## config.mk

```make
export PLATFORM = sky130hd
export DESIGN_NAME = cmp_arbiter
export DESIGN_NICKNAME = d
export VERILOG_FILES = /design/src/rtl/cmp_arbiter_pkg.sv /design/src/rtl/Comparator.sv /design/src/rtl/cmp_arbiter.sv
export SDC_FILE = /design/constraint.sdc
export NUM_CORES = 1
export LEC_CHECK = 0
export CORE_ASPECT_RATIO = 1.4
export CORE_UTILIZATION = 34
export CTS_CLUSTER_SIZE = 10
export DETAILED_ROUTE_END_ITERATION = 16
export PLACE_DENSITY = 0.78
export SYNTH_ARGS = -nofsm -noshare
export SYNTH_HDL_FRONTEND = slang
export SYNTH_SLANG_ARGS = --single-unit
```

## constraint.sdc

```tcl
create_clock -name clk -period 4.8 [get_ports clk]
set_input_delay 0.96 -clock clk [delete_from_list [all_inputs] [get_ports clk]]
set_output_delay 0.96 -clock clk [all_outputs]
set_load 0.03 [all_outputs]
```

## src/rtl/cmp_arbiter_pkg.sv

```systemverilog
// Shared constants for the comparator arbiter: compare func codes
// and response-register state encodings.
package cmp_arbiter_pkg;

    localparam logic [2:0] FN_BEQ  = 3'b000;
    localparam logic [2:0] FN_BNE  = 3'b001;
    localparam logic [2:0] FN_SLT  = 3'b010;
    localparam logic [2:0] FN_SLTU = 3'b011;
    localparam logic [2:0] FN_BLT  = 3'b100;
    localparam logic [2:0] FN_BGE  = 3'b101;
    localparam logic [2:0] FN_BLTU = 3'b110;
    localparam logic [2:0] FN_BGEU = 3'b111;

    localparam logic ST_EMPTY = 1'b0;
    localparam logic ST_FULL  = 1'b1;

endpackage

```

## src/rtl/Comparator.sv

```systemverilog
// Single shared compare unit: equality, signed and unsigned ordering
// selected by a 3-bit func code.
module Comparator
    import cmp_arbiter_pkg::*;
#(
    parameter int WIDTH = 32
) (
    input  logic [2:0]       func,
    input  logic [WIDTH-1:0] a,
    input  logic [WIDTH-1:0] b,
    output logic             comp
);

    logic eq;
    logic lt_s;
    logic lt_u;

    assign eq   = (a == b);
    assign lt_s = ($signed(a) < $signed(b));
    assign lt_u = (a < b);

    always_comb begin
        comp = 1'b0;
        unique case (func)
            FN_BEQ:  comp = eq;
            FN_BNE:  comp = ~eq;
            FN_SLT:  comp = lt_s;
            FN_SLTU: comp = lt_u;
            FN_BLT:  comp = lt_s;
            FN_BGE:  comp = ~lt_s;
            FN_BLTU: comp = lt_u;
            FN_BGEU: comp = ~lt_u;
        endcase
    end

endmodule

```

## src/rtl/cmp_arbiter.sv

```systemverilog
// Round-robin arbiter sharing one Comparator between the branch unit
// (port 0) and the ALU set-less-than path (port 1).
module cmp_arbiter
    import cmp_arbiter_pkg::*;
#(
    parameter int WIDTH = 32
) (
    input  logic             clk,
    input  logic             rst,
    input  logic             req0_valid,
    output logic             req0_ready,
    input  logic [2:0]       req0_func,
    input  logic [WIDTH-1:0] req0_a,
    input  logic [WIDTH-1:0] req0_b,
    input  logic             req1_valid,
    output logic             req1_ready,
    input  logic [2:0]       req1_func,
    input  logic [WIDTH-1:0] req1_a,
    input  logic [WIDTH-1:0] req1_b,
    output logic             resp_valid,
    input  logic             resp_ready,
    output logic             resp_comp,
    output logic             resp_id,
    output logic             busy
);

    logic state_q, state_d;
    logic resp_comp_q, resp_comp_d;
    logic resp_id_q, resp_id_d;
    logic rr_last_q, rr_last_d;

    logic             can_accept;
    logic             gnt0;
    logic             gnt1;
    logic             accept;
    logic             sel;
    logic [2:0]       cmp_func;
    logic [WIDTH-1:0] cmp_a;
    logic [WIDTH-1:0] cmp_b;
    logic             cmp_out;

    // Each grant is derived from both valids directly, never from the
    // other port's ready, so there is no combinational ready-ready loop.
    always_comb begin
        can_accept = (state_q == ST_EMPTY) | resp_ready;
        gnt0 = can_accept & req0_valid & (~req1_valid | rr_last_q);
        gnt1 = can_accept & req1_valid & (~req0_valid | ~rr_last_q);
        accept = gnt0 | gnt1;
        sel = gnt1 | (~gnt0 & ~rr_last_q);
    end

    always_comb begin
        cmp_func = sel ? req1_func : req0_func;
        cmp_a    = sel ? req1_a    : req0_a;
        cmp_b    = sel ? req1_b    : req0_b;
    end

    Comparator #(.WIDTH(WIDTH)) u_cmp (
        .func (cmp_func),
        .a    (cmp_a),
        .b    (cmp_b),
        .comp (cmp_out)
    );

    always_comb begin
        state_d     = state_q;
        resp_comp_d = resp_comp_q;
        resp_id_d   = resp_id_q;
        rr_last_d   = rr_last_q;
        if (accept) begin
            state_d     = ST_FULL;
            resp_comp_d = cmp_out;
            resp_id_d   = sel;
            rr_last_d   = sel;
        end else if (resp_ready) begin
            state_d = ST_EMPTY;
        end
    end

    always_ff @(posedge clk or posedge rst) begin
        if (rst) begin
            state_q     <= ST_EMPTY;
            resp_comp_q <= 1'b0;
            resp_id_q   <= 1'b0;
            rr_last_q   <= 1'b1;
        end else begin
            state_q     <= state_d;
            resp_comp_q <= resp_comp_d;
            resp_id_q   <= resp_id_d;
            rr_last_q   <= rr_last_d;
        end
    end

    assign req0_ready = gnt0;
    assign req1_ready = gnt1;
    assign resp_valid = (state_q == ST_FULL);
    assign busy       = (state_q == ST_FULL);
    assign resp_comp  = resp_comp_q;
    assign resp_id    = resp_id_q;

endmodule

```

==> results.py, run 1 <==
metrics = {
    "timing": {
        "skew_ns": 0.003873,
        "worst_pin_slew_ns": 0.3964,
        "period_share": 0.9381,
        "hold_viol_final": 0,
        "fin_tns_setup_ns": 0,
        "hold_ws_ns": 0.5528,
        "setup_viol": 0,
        "fin_crit_ns": 4.503,
        "maxSlewViolCount": 0,
        "fmax_ghz": 0.2221,
        "timing.final.ws_setup_ns": 0.2969,
        "relSlewSlack": 0.7333,
        "rsz0062_at_grt": "no",
    },
    "global_route": {
        "overflow": 0,
        "antenna_found_initial": 0,
        "grt_pass1_vias": 2305,
        "grt_max_degree": 27,
        "grt_usage": 0.2154,
        "grt_pass1_wl_um": 9839,
    },
    "power": {
        "p_leak_nw": 1.505,
        "vdd_drop_max_mv": 0.1047,
        "power_density_nw_per_um2": 198.4,
    },
    "floorplan": {
        "start_util": 0.3558,
        "die_h_um": 89.26,
        "dieArea_um2": 5742,
        "row_count": 31,
        "io_pins": 145,
        "fp.coreArea_um2": 5197,
        "die_w_um": 64.33,
    },
    "critical_path": {
        "crit_fanout": 7,
        "r2r_start": "busy",
        "worst-r2r-cell-count": 13,
        "crit_arrival_ns": 4.62,
        "ff2ff_setup_slack_ns": 1.15,
        "required_ns": 4.92,
        "reg2reg_to": "resp_comp",
        "endpoint_kind": "register",
        "worstSetupPathType": "in2reg",
        "worstSetupStartpointType": "primary input",
    },
    "clocking": {
        "postCtsSetupRepairBufs": 0,
        "cts_max_level": 1,
        "clk_pin_slew_ns": 0.04,
        "numClockSinks": 4,
        "cts_tree": "yes",
        "cts_buffers": 3,
        "clk_path_buf_depth": 2,
        "root_buffer": "clkbuf_8",
        "holdBufCountCts": 0,
        "insertion_delay_ns": 0.22,
        "cts_resized": 0,
    },
    "synthesis": {
        "ys_types": 49,
        "yosysWarnings": 0,
        "ys_ff_latch": 4,
        "postSynth.asyncResetShare": 1.000,
        "synth_edf_count": 0,
        "syn_nets": 378,
        "synthCells": 207,
        "avgSynthCellArea_um2": 8.934,
        "synth_flop_cell": "dfrtp_1",
        "ys_seq_area_frac": 0.05480,
        "synth_area_um2": 1849,
    },
    "routing": {
        "antenna_left": 0,
        "vias": 2208,
        "first_pass_iters": 4,
        "vias_per_cell": 5.257,
        "avgRoutedWirePerCell_um": 14.76,
        "drc": 0,
        "first_iter_violations": 69,
        "wirelength_um": 6201,
    },
    "outcome": {
        "status": "finished, final reports clean",
    },
    "run": {
        "max-cap-violations": 0,
    },
    "hold_path": {
        "min_to": "rr_last_q",
        "hp-class": "reg2reg",
        "hold_start": "rr_last_q",
        "hold_depth": 2,
    },
    "finish": {
        "finalNetCount": 526,
        "drive_gt1_frac": 0.1384,
        "multiInputGateArea_um2": 1694,
        "register_area_um2": 101.3,
        "syn2layout_area_growth_pct": 87.14,
        "fill_cells": 471,
        "diodes": 0,
    },
    "placement": {
        "post-place-ws_ns": 0.1072,
        "io_buffers": 144,
        "dp_hpwl_um": 5401,
        "place_congestion": 0.8527,
    },
}
[how the worst max path moves through the flow]
stage | from | end | slack [ns] | depth (start not counted)
global route | req1_valid | resp_comp | 0.07 | 14
CTS | req1_valid | resp_comp | 0.32 | 14
floorplan | resp_ready | resp_comp | 0.48 | 14
global placement | resp_ready | resp_comp | 0.18 | 13
finish | resp_ready | resp_comp | 0.30 | 14
detailed placement | req1_valid | resp_comp | 0.11 | 14
[layout by cell type (no fill, tap or decap), types with 4 or more instances in the layout]
master	n
a21oi_1	13
buf_4	5
clkdlybuf4s50_1	144
ha_1	32
inv_1	5
mux2_2	32
mux2i_1	35
nand2_1	11
nand3_1	4
nand4_1	6
nor2_1	6
o21ai_0	4
[Yosys cell counts (2+ instances only)]
| cell | instances | area [um^2] |
|---|---|---|
| o211a_1 | 2 | 20.02 |
| nor3b_1 | 3 | 22.52 |
| dfrtp_1 | 3 | 75.07 |
| ha_1 | 32 | 400.4 |
| nand2b_1 | 2 | 12.51 |
| mux2_2 | 32 | 360.4 |
| a21oi_1 | 13 | 65.06 |
| buf_2 | 2 | 10.01 |
| o21ai_1 | 2 | 10.01 |
| inv_1 | 5 | 18.77 |
| nand2_1 | 11 | 41.29 |
| mux2i_1 | 35 | 350.3 |
| nor2_1 | 6 | 22.52 |
| nand3_1 | 4 | 20.02 |
| o21ai_0 | 4 | 20.02 |
| buf_1 | 5 | 18.77 |
| nor2b_1 | 2 | 12.51 |
| nand4_1 | 6 | 37.54 |
| nor3_1 | 3 | 15.01 |
| a211oi_1 | 2 | 15.01 |
| nor4_1 | 3 | 18.77 |
| o21bai_1 | 3 | 22.52 |
[cell type report]
type	instances	area share
Clock buffer	4	0.01302
Timing Repair Buffer	151	0.4389
Multi-Input combinational cell	190	0.4895
Sequential cell	4	0.02928
Inverter	5	0.005423
Tap cell	66	0.02386
[where the power goes]
group,internal (W),leakage [nW],switching (W)
sequential,0.0000438,0.0434,0.00000740
clock,0.0000569,0.0228,0.0000192
combinational,0.000320,1.44,0.000239
total,0.000421,1.50,0.000266
[metrics by stage]
step,area [um^2],util,power [W],cells
3_5_place_dp,3416,0.6572,0.0006126,416
6_report,3461,0.6659,0.0006866,420
2_1_floorplan,1849,-,0.0003923,207
4_1_cts,3461,0.6659,0.0006922,420
5_1_grt,3461,0.6659,0.0007513,420
3_3_place_gp,3416,0.6572,0.0006016,416
[sequential cells by signal (all words and copies together), names as in the netlist]
| name | flops |
|---|---|
| busy | 1 |
| resp_comp | 1 |
| resp_id | 1 |
| rr_last_q | 1 |
[worst max-delay path, stage by stage]
cell and delay, ns:
clkdlybuf4s50_1 0.43, nand2b_1 0.23, a31oi_4 0.26, and2_2 0.31, buf_4 0.19, mux2_2 0.34, ha_1 0.31, nand4_1 0.14
inv_1 0.05, a221o_1 0.31, o31a_1 0.34, or4b_1 0.52, o211a_1 0.14, o32ai_1 0.11
[per-layer routing]
layer	vias up	global-route usage	share of wire
met2	97	0.4440	0.53
met1	993	0.2191	0.38
met3	10	0.03954	0.069
met4	0	0.05051	0.019
li1	1108	-	-
met5	-	0	0
[logic make-up after synthesis]
| family | Yosys count | synth area share |
|---|---|---|
| AO/OA/AOI/OAI | 41 | 0.1597 |
| adder cells (fa/ha/maj) | 32 | 0.2165 |
| AND/OR/NAND/NOR | 49 | 0.1468 |
| flip-flops | 4 | 0.05481 |
| multiplexers | 68 | 0.3924 |
| buffers and inverters | 13 | 0.02977 |
Note: power is estimated with default switching activity, not from simulation.
==> run 2, diff against run 1 <==
--- a/config.mk
+++ b/config.mk
@@ -5,7 +5,6 @@
 export SDC_FILE = /design/constraint.sdc
 export NUM_CORES = 1
 export LEC_CHECK = 0
-export CORE_ASPECT_RATIO = 1.4
 export CORE_UTILIZATION = 34
 export CTS_CLUSTER_SIZE = 10
 export DETAILED_ROUTE_END_ITERATION = 16
@@ -13,3 +12,4 @@
 export SYNTH_ARGS = -nofsm -noshare
 export SYNTH_HDL_FRONTEND = slang
 export SYNTH_SLANG_ARGS = --single-unit
+export TNS_END_PERCENT = 1
==> run 2 against run 1 <==
First-iteration DRC count fell by 33%. Sequential power fell by 1%. Clock skew decreased by 0.00062 ns. Flip-flop and latch count did not move. Power down 2.1%. Largest power group unchanged. Worst setup slack lost 0.043 ns. Register-to-register slack worse by 0.05 ns.
==> results.py, run 2 (same netlist as run 1, synthesis figures left out) <==
metrics = {
    "placement": {
        "dp_hpwl_um": 5222,
        "place_area_um2": 3393,
        "io_buffers": 144,
        "place_congestion": 0.7803,
        "post-place-ws_ns": 0.03424,
    },
    "routing": {
        "avgRoutedWirePerCell_um": 14.01,
        "wirelength_um": 5913,
        "antenna_left": 0,
        "vias_per_cell": 5.128,
        "drc": 0,
        "first_iter_violations": 46,
        "first_pass_iters": 4,
        "vias": 2164,
    },
    "critical_path": {
        "required_ns": 4.92,
        "crit_arrival_ns": 4.66,
        "endpoint_kind": "register",
        "worstSetupStartpointType": "primary input",
        "worstSetupPathType": "in2reg",
        "crit_fanout": 10,
    },
    "finish": {
        "finalInstanceArea_um2": 3438,
        "fill_cells": 453,
        "drive_gt1_frac": 0.1335,
        "diodes": 0,
        "most-common-layout-cells": "clkdlybuf4s50_1 (144), mux2i_1 (35), mux2_2 (32), ha_1 (32), a21oi_1 (13)",
        "layout_commonest_cell": "clkdlybuf4s50_1",
        "syn2layout_area_growth_pct": 85.93,
        "finalNetCount": 524,
    },
    "timing": {
        "maxSlewViolCount": 0,
        "relSlewSlack": 0.7497,
        "worst_pin_slew_ns": 0.3651,
        "skew_ns": 0.003249,
        "fin_crit_ns": 4.546,
        "fin_tns_setup_ns": 0,
        "fmax_ghz": 0.2200,
        "period_share": 0.9471,
        "timing.final.ws_setup_ns": 0.2537,
        "hold_viol_final": 0,
        "setup_viol": 0,
        "rsz0062_at_grt": "no",
    },
    "global_route": {
        "overflow": 0,
        "grt_max_degree": 26,
        "grt_pass1_vias": 2123,
        "grt_usage": 0.1976,
        "grt_pass1_wl_um": 8811,
        "antenna_found_initial": 0,
    },
    "floorplan": {
        "dieArea_um2": 5738,
        "row_count": 26,
        "io_pins": 145,
        "fp.coreArea_um2": 5172,
        "die_w_um": 75.75,
        "die_h_um": 75.75,
        "start_util": 0.3575,
    },
    "clocking": {
        "cts_tree": "yes",
        "postCtsSetupRepairBufs": 0,
        "numClockSinks": 4,
        "holdBufCountCts": 0,
        "cts_max_level": 1,
        "clk_pin_slew_ns": 0.03,
        "insertion_delay_ns": 0.22,
        "cts_buffers": 3,
        "root_buffer": "clkbuf_8",
        "clk_path_buf_depth": 2,
        "cts_resized": 0,
    },
    "power": {
        "p_leak_nw": 1.491,
        "power_w": 0.0006720,
        "vdd_drop_max_mv": 0.1016,
        "power_density_nw_per_um2": 195.4,
    },
    "run": {
        "max-cap-violations": 0,
    },
    "hold_path": {
        "hp-class": "reg2reg",
    },
    "outcome": {
        "status": "finished, final reports clean",
    },
}
run 2: final timing paths:
| check | start | to | slack [ns] | depth (start not counted) |
|---|---|---|---|---|
| setup reg to reg | busy | resp_comp | 1.10 | 12 |
| hold / removal | resp_id | resp_id | 0.53 | 2 |
| setup / recovery | resp_ready | resp_comp | 0.25 | 13 |
| hold reg to reg | resp_id | resp_id | 0.53 | 2 |
| max in group asynchronous | rst | rr_last_q | 3.65 | 2 |
| min in group asynchronous | rst | resp_id | 0.92 | 2 |
run 2: per-layer routing:
| layer | vias to the layer above | routed length [um] | track usage |
|---|---|---|---|
| li1 | 1103 | - | - |
| met1 | 956 | 2288 | 0.2093 |
| met2 | 99 | 3072 | 0.3953 |
| met3 | 6 | 482 | 0.03704 |
| met4 | 0 | 70 | 0.04733 |
| met5 | - | 0 | 0 |
run 2: where the power goes:
part / leakage, nW / switching (W) / total, W / internal [W]
Combinational: 1.42 / 0.000235 / 0.000546 / 0.000312
Clock: 0.0228 / 0.0000183 / 0.0000751 / 0.0000568
Sequential: 0.0434 / 0.00000671 / 0.0000505 / 0.0000438
Total: 1.49 / 0.000260 / 0.000672 / 0.000412
run 2: cell type report:
class	instances	area [um^2]	share of cell area
multi-input combinational	190	1694	0.4927
clock buffer	4	45.04	0.01310
inverter	5	18.77	0.005459
tap	70	87.58	0.02547
sequential	4	101.3	0.02948
timing repair buffer	149	1491	0.4338
run 2: per-stage QoR:
step | hold slack [ns] | util | std cells
floorplan | 0.5216 | - | 207
global placement | 0.5181 | 0.6560 | 418
detailed placement | 0.5257 | 0.6560 | 418
CTS | 0.5310 | 0.6647 | 422
global route | 0.5426 | 0.6647 | 422
finish | 0.5328 | 0.6647 | 422
run 2: critical path: stages:
cell and delay [ns]:
clkdlybuf4s50_1 0.42, nand2b_1 0.24, a31oi_4 0.25, and2_2 0.35, mux2_2 0.37, ha_1 0.34
a41oi_2 0.18, o21ai_1 0.09, a221o_1 0.35, o31a_1 0.34, or4b_1 0.52, o211a_1 0.12
o32ai_1 0.11
==> run 3, diff against run 2 <==
--- a/config.mk
+++ b/config.mk
@@ -9,6 +9,7 @@
 export CTS_CLUSTER_SIZE = 10
 export DETAILED_ROUTE_END_ITERATION = 16
 export PLACE_DENSITY = 0.78
+export RECOVER_POWER = 25
 export SYNTH_ARGS = -nofsm -noshare
 export SYNTH_HDL_FRONTEND = slang
 export SYNTH_SLANG_ARGS = --single-unit
==> constraint.sdc (replaced) <==
create_clock -name clk -period 5.1 [get_ports clk]
set_input_delay 1.02 -clock clk [delete_from_list [all_inputs] [get_ports clk]]
set_output_delay 1.02 -clock clk [all_outputs]
set_load 0.03 [all_outputs]
==> run 3 against run 2 <==
Combinational power is 7.1% lower. Register-to-register slack gained 0.16 ns. Power is 6.9% lower. Flip-flop and latch count unchanged. Worst setup slack better by 0.086 ns. Non-clock buffer count down 3. Critical path type unchanged.
==> results.py, run 3 (same netlist as run 1, synthesis figures left out) <==
metrics = {
    "placement": {
        "place_area_um2": 3358,
        "io_buffers": 144,
        "dp_hpwl_um": 5131,
        "placed_cells_incl_taps": 415,
        "place_congestion": 0.7857,
        "post-place-ws_ns": 0.1374,
    },
    "timing": {
        "fin_tns_setup_ns": 0,
        "relSlewSlack": 0.4616,
        "setup_viol": 0,
        "maxSlewViolCount": 0,
        "skew_ns": 0.002105,
        "hold_viol_final": 0,
        "timing.final.ws_setup_ns": 0.3397,
        "worst_pin_slew_ns": 0.8027,
        "period_share": 0.9334,
        "rsz0062_at_grt": "no",
        "fin_crit_ns": 4.760,
        "fmax_ghz": 0.2101,
    },
    "finish": {
        "layout_commonest_cell": "clkdlybuf4s50_1",
        "finalInstanceArea_um2": 3403,
        "finalNetCount": 521,
        "syn2layout_area_growth_pct": 84.03,
        "most-common-layout-cells": "clkdlybuf4s50_1 (143), mux2i_1 (35), mux2_2 (32), ha_1 (32), a21oi_1 (13)",
        "stdcell_count": 419,
        "drive_gt1_frac": 0.1261,
        "diodes": 0,
    },
    "routing": {
        "antenna_left": 0,
        "avgRoutedWirePerCell_um": 13.88,
        "vias_per_cell": 5.203,
        "first_iter_violations": 43,
        "wirelength_um": 5816,
        "vias": 2180,
        "drc": 0,
        "first_pass_iters": 4,
    },
    "floorplan": {
        "io_pins": 145,
        "row_count": 26,
        "fp.coreArea_um2": 5172,
        "dieArea_um2": 5738,
        "die_h_um": 75.75,
        "start_util": 0.3575,
        "die_w_um": 75.75,
    },
    "critical_path": {
        "worstSetupStartpointType": "primary input",
        "cp_slowest_cell": "or4b_1",
        "required_ns": 5.21,
        "endpoint_kind": "register",
        "worstSetupPathType": "in2reg",
        "crit_arrival_ns": 4.87,
        "cpPeakStageDelay_ns": 0.49,
        "crit_fanout": 25,
        "cp_cell_sequence": "clkdlybuf4s50_1, nand2b_1, a31oi_4, and2_2, buf_4, mux2_2, ha_1, a21oi_1, o21ai_0, a221oi_1, nand3_1, or4b_1, o211a_1, o32ai_1",
    },
    "clocking": {
        "numClockSinks": 4,
        "postCtsSetupRepairBufs": 0,
        "cts_resized": 0,
        "cts_buffers": 3,
        "clk_pin_slew_ns": 0.03,
        "cts_max_level": 1,
        "clk_path_buf_depth": 2,
        "insertion_delay_ns": 0.22,
        "cts_tree": "yes",
        "root_buffer": "clkbuf_8",
        "holdBufCountCts": 0,
    },
    "global_route": {
        "overflow": 0,
        "antenna_found_initial": 0,
        "grt_usage": 0.1959,
        "grt_pass1_vias": 2126,
        "grt_pass1_wl_um": 8749,
        "grt_max_degree": 26,
    },
    "run": {
        "max-cap-violations": 0,
    },
    "power": {
        "vdd_drop_max_mv": 0.08538,
        "p_leak_nw": 1.472,
        "power_density_nw_per_um2": 183.8,
    },
    "outcome": {
        "status": "finished, final reports clean",
    },
    "hold_path": {
        "hp-class": "reg2reg",
    },
}
-- run 3: cell types whose count changed in the layout (fill, tap and decap cells not counted) --
cell	delta
buf_12	-1
buf_4	-2
dlygate4sd3_1	+1
clkdlybuf4s50_1	-1
-- run 3: worst paths after layout --
check | start | endpoint | slack [ns] | depth (start not counted)
hold / removal | resp_id | resp_id | 0.53 | 2
setup / recovery | resp_ready | resp_comp | 0.34 | 14
max in group asynchronous | rst | rr_last_q | 3.75 | 2
hold reg to reg | resp_id | resp_id | 0.53 | 2
min in group asynchronous | rst | resp_id | 1.12 | 2
setup reg to reg | busy | resp_comp | 1.26 | 13
-- run 3: cell type report --
| cell class | count | area, um^2 |
|---|---|---|
| Fill cell | 439 | 1769 |
| Multi-Input combinational cell | 190 | 1694 |
| Timing Repair Buffer | 146 | 1456 |
| Sequential cell | 4 | 101.3 |
| Tap cell | 70 | 87.58 |
| Clock buffer | 4 | 45.04 |
| Inverter | 5 | 18.77 |
-- run 3: where the power goes --
part	internal, W	switching [W]
logic	0.000285	0.000222
registers	0.0000412	0.00000602
clock network	0.0000535	0.0000175
-- run 3: per-layer routing --
layer | track usage | vias to the layer above | wire, um
met4 | 0.04733 | 0 | 77
met3 | 0.03042 | 8 | 504
met5 | 0 | - | 0
li1 | - | 1094 | -
met1 | 0.2153 | 971 | 2381
met2 | 0.3864 | 107 | 2852
-- run 3: critical path, delay by kind of cell --
family          cells  cell delay (ns)
mux                 1             0.38
simple gates        4             1.28
compound gates      6             1.04
fa+ha+maj           1             0.32
buf+inv             2             0.82
-- run 3: per-stage QoR --
| stage | hold WS [ns] | total power, W | utilization |
|---|---|---|---|
| finish | 0.5285 | 0.0006254 | 0.6580 |
| global route | 0.5462 | 0.0006829 | 0.6580 |
| CTS | 0.5317 | 0.0006319 | 0.6580 |
| detailed placement | 0.5260 | 0.0005570 | 0.6493 |
| global placement | 0.5178 | 0.0005462 | 0.6493 |
| floorplan | 0.5216 | 0.0003692 | - |
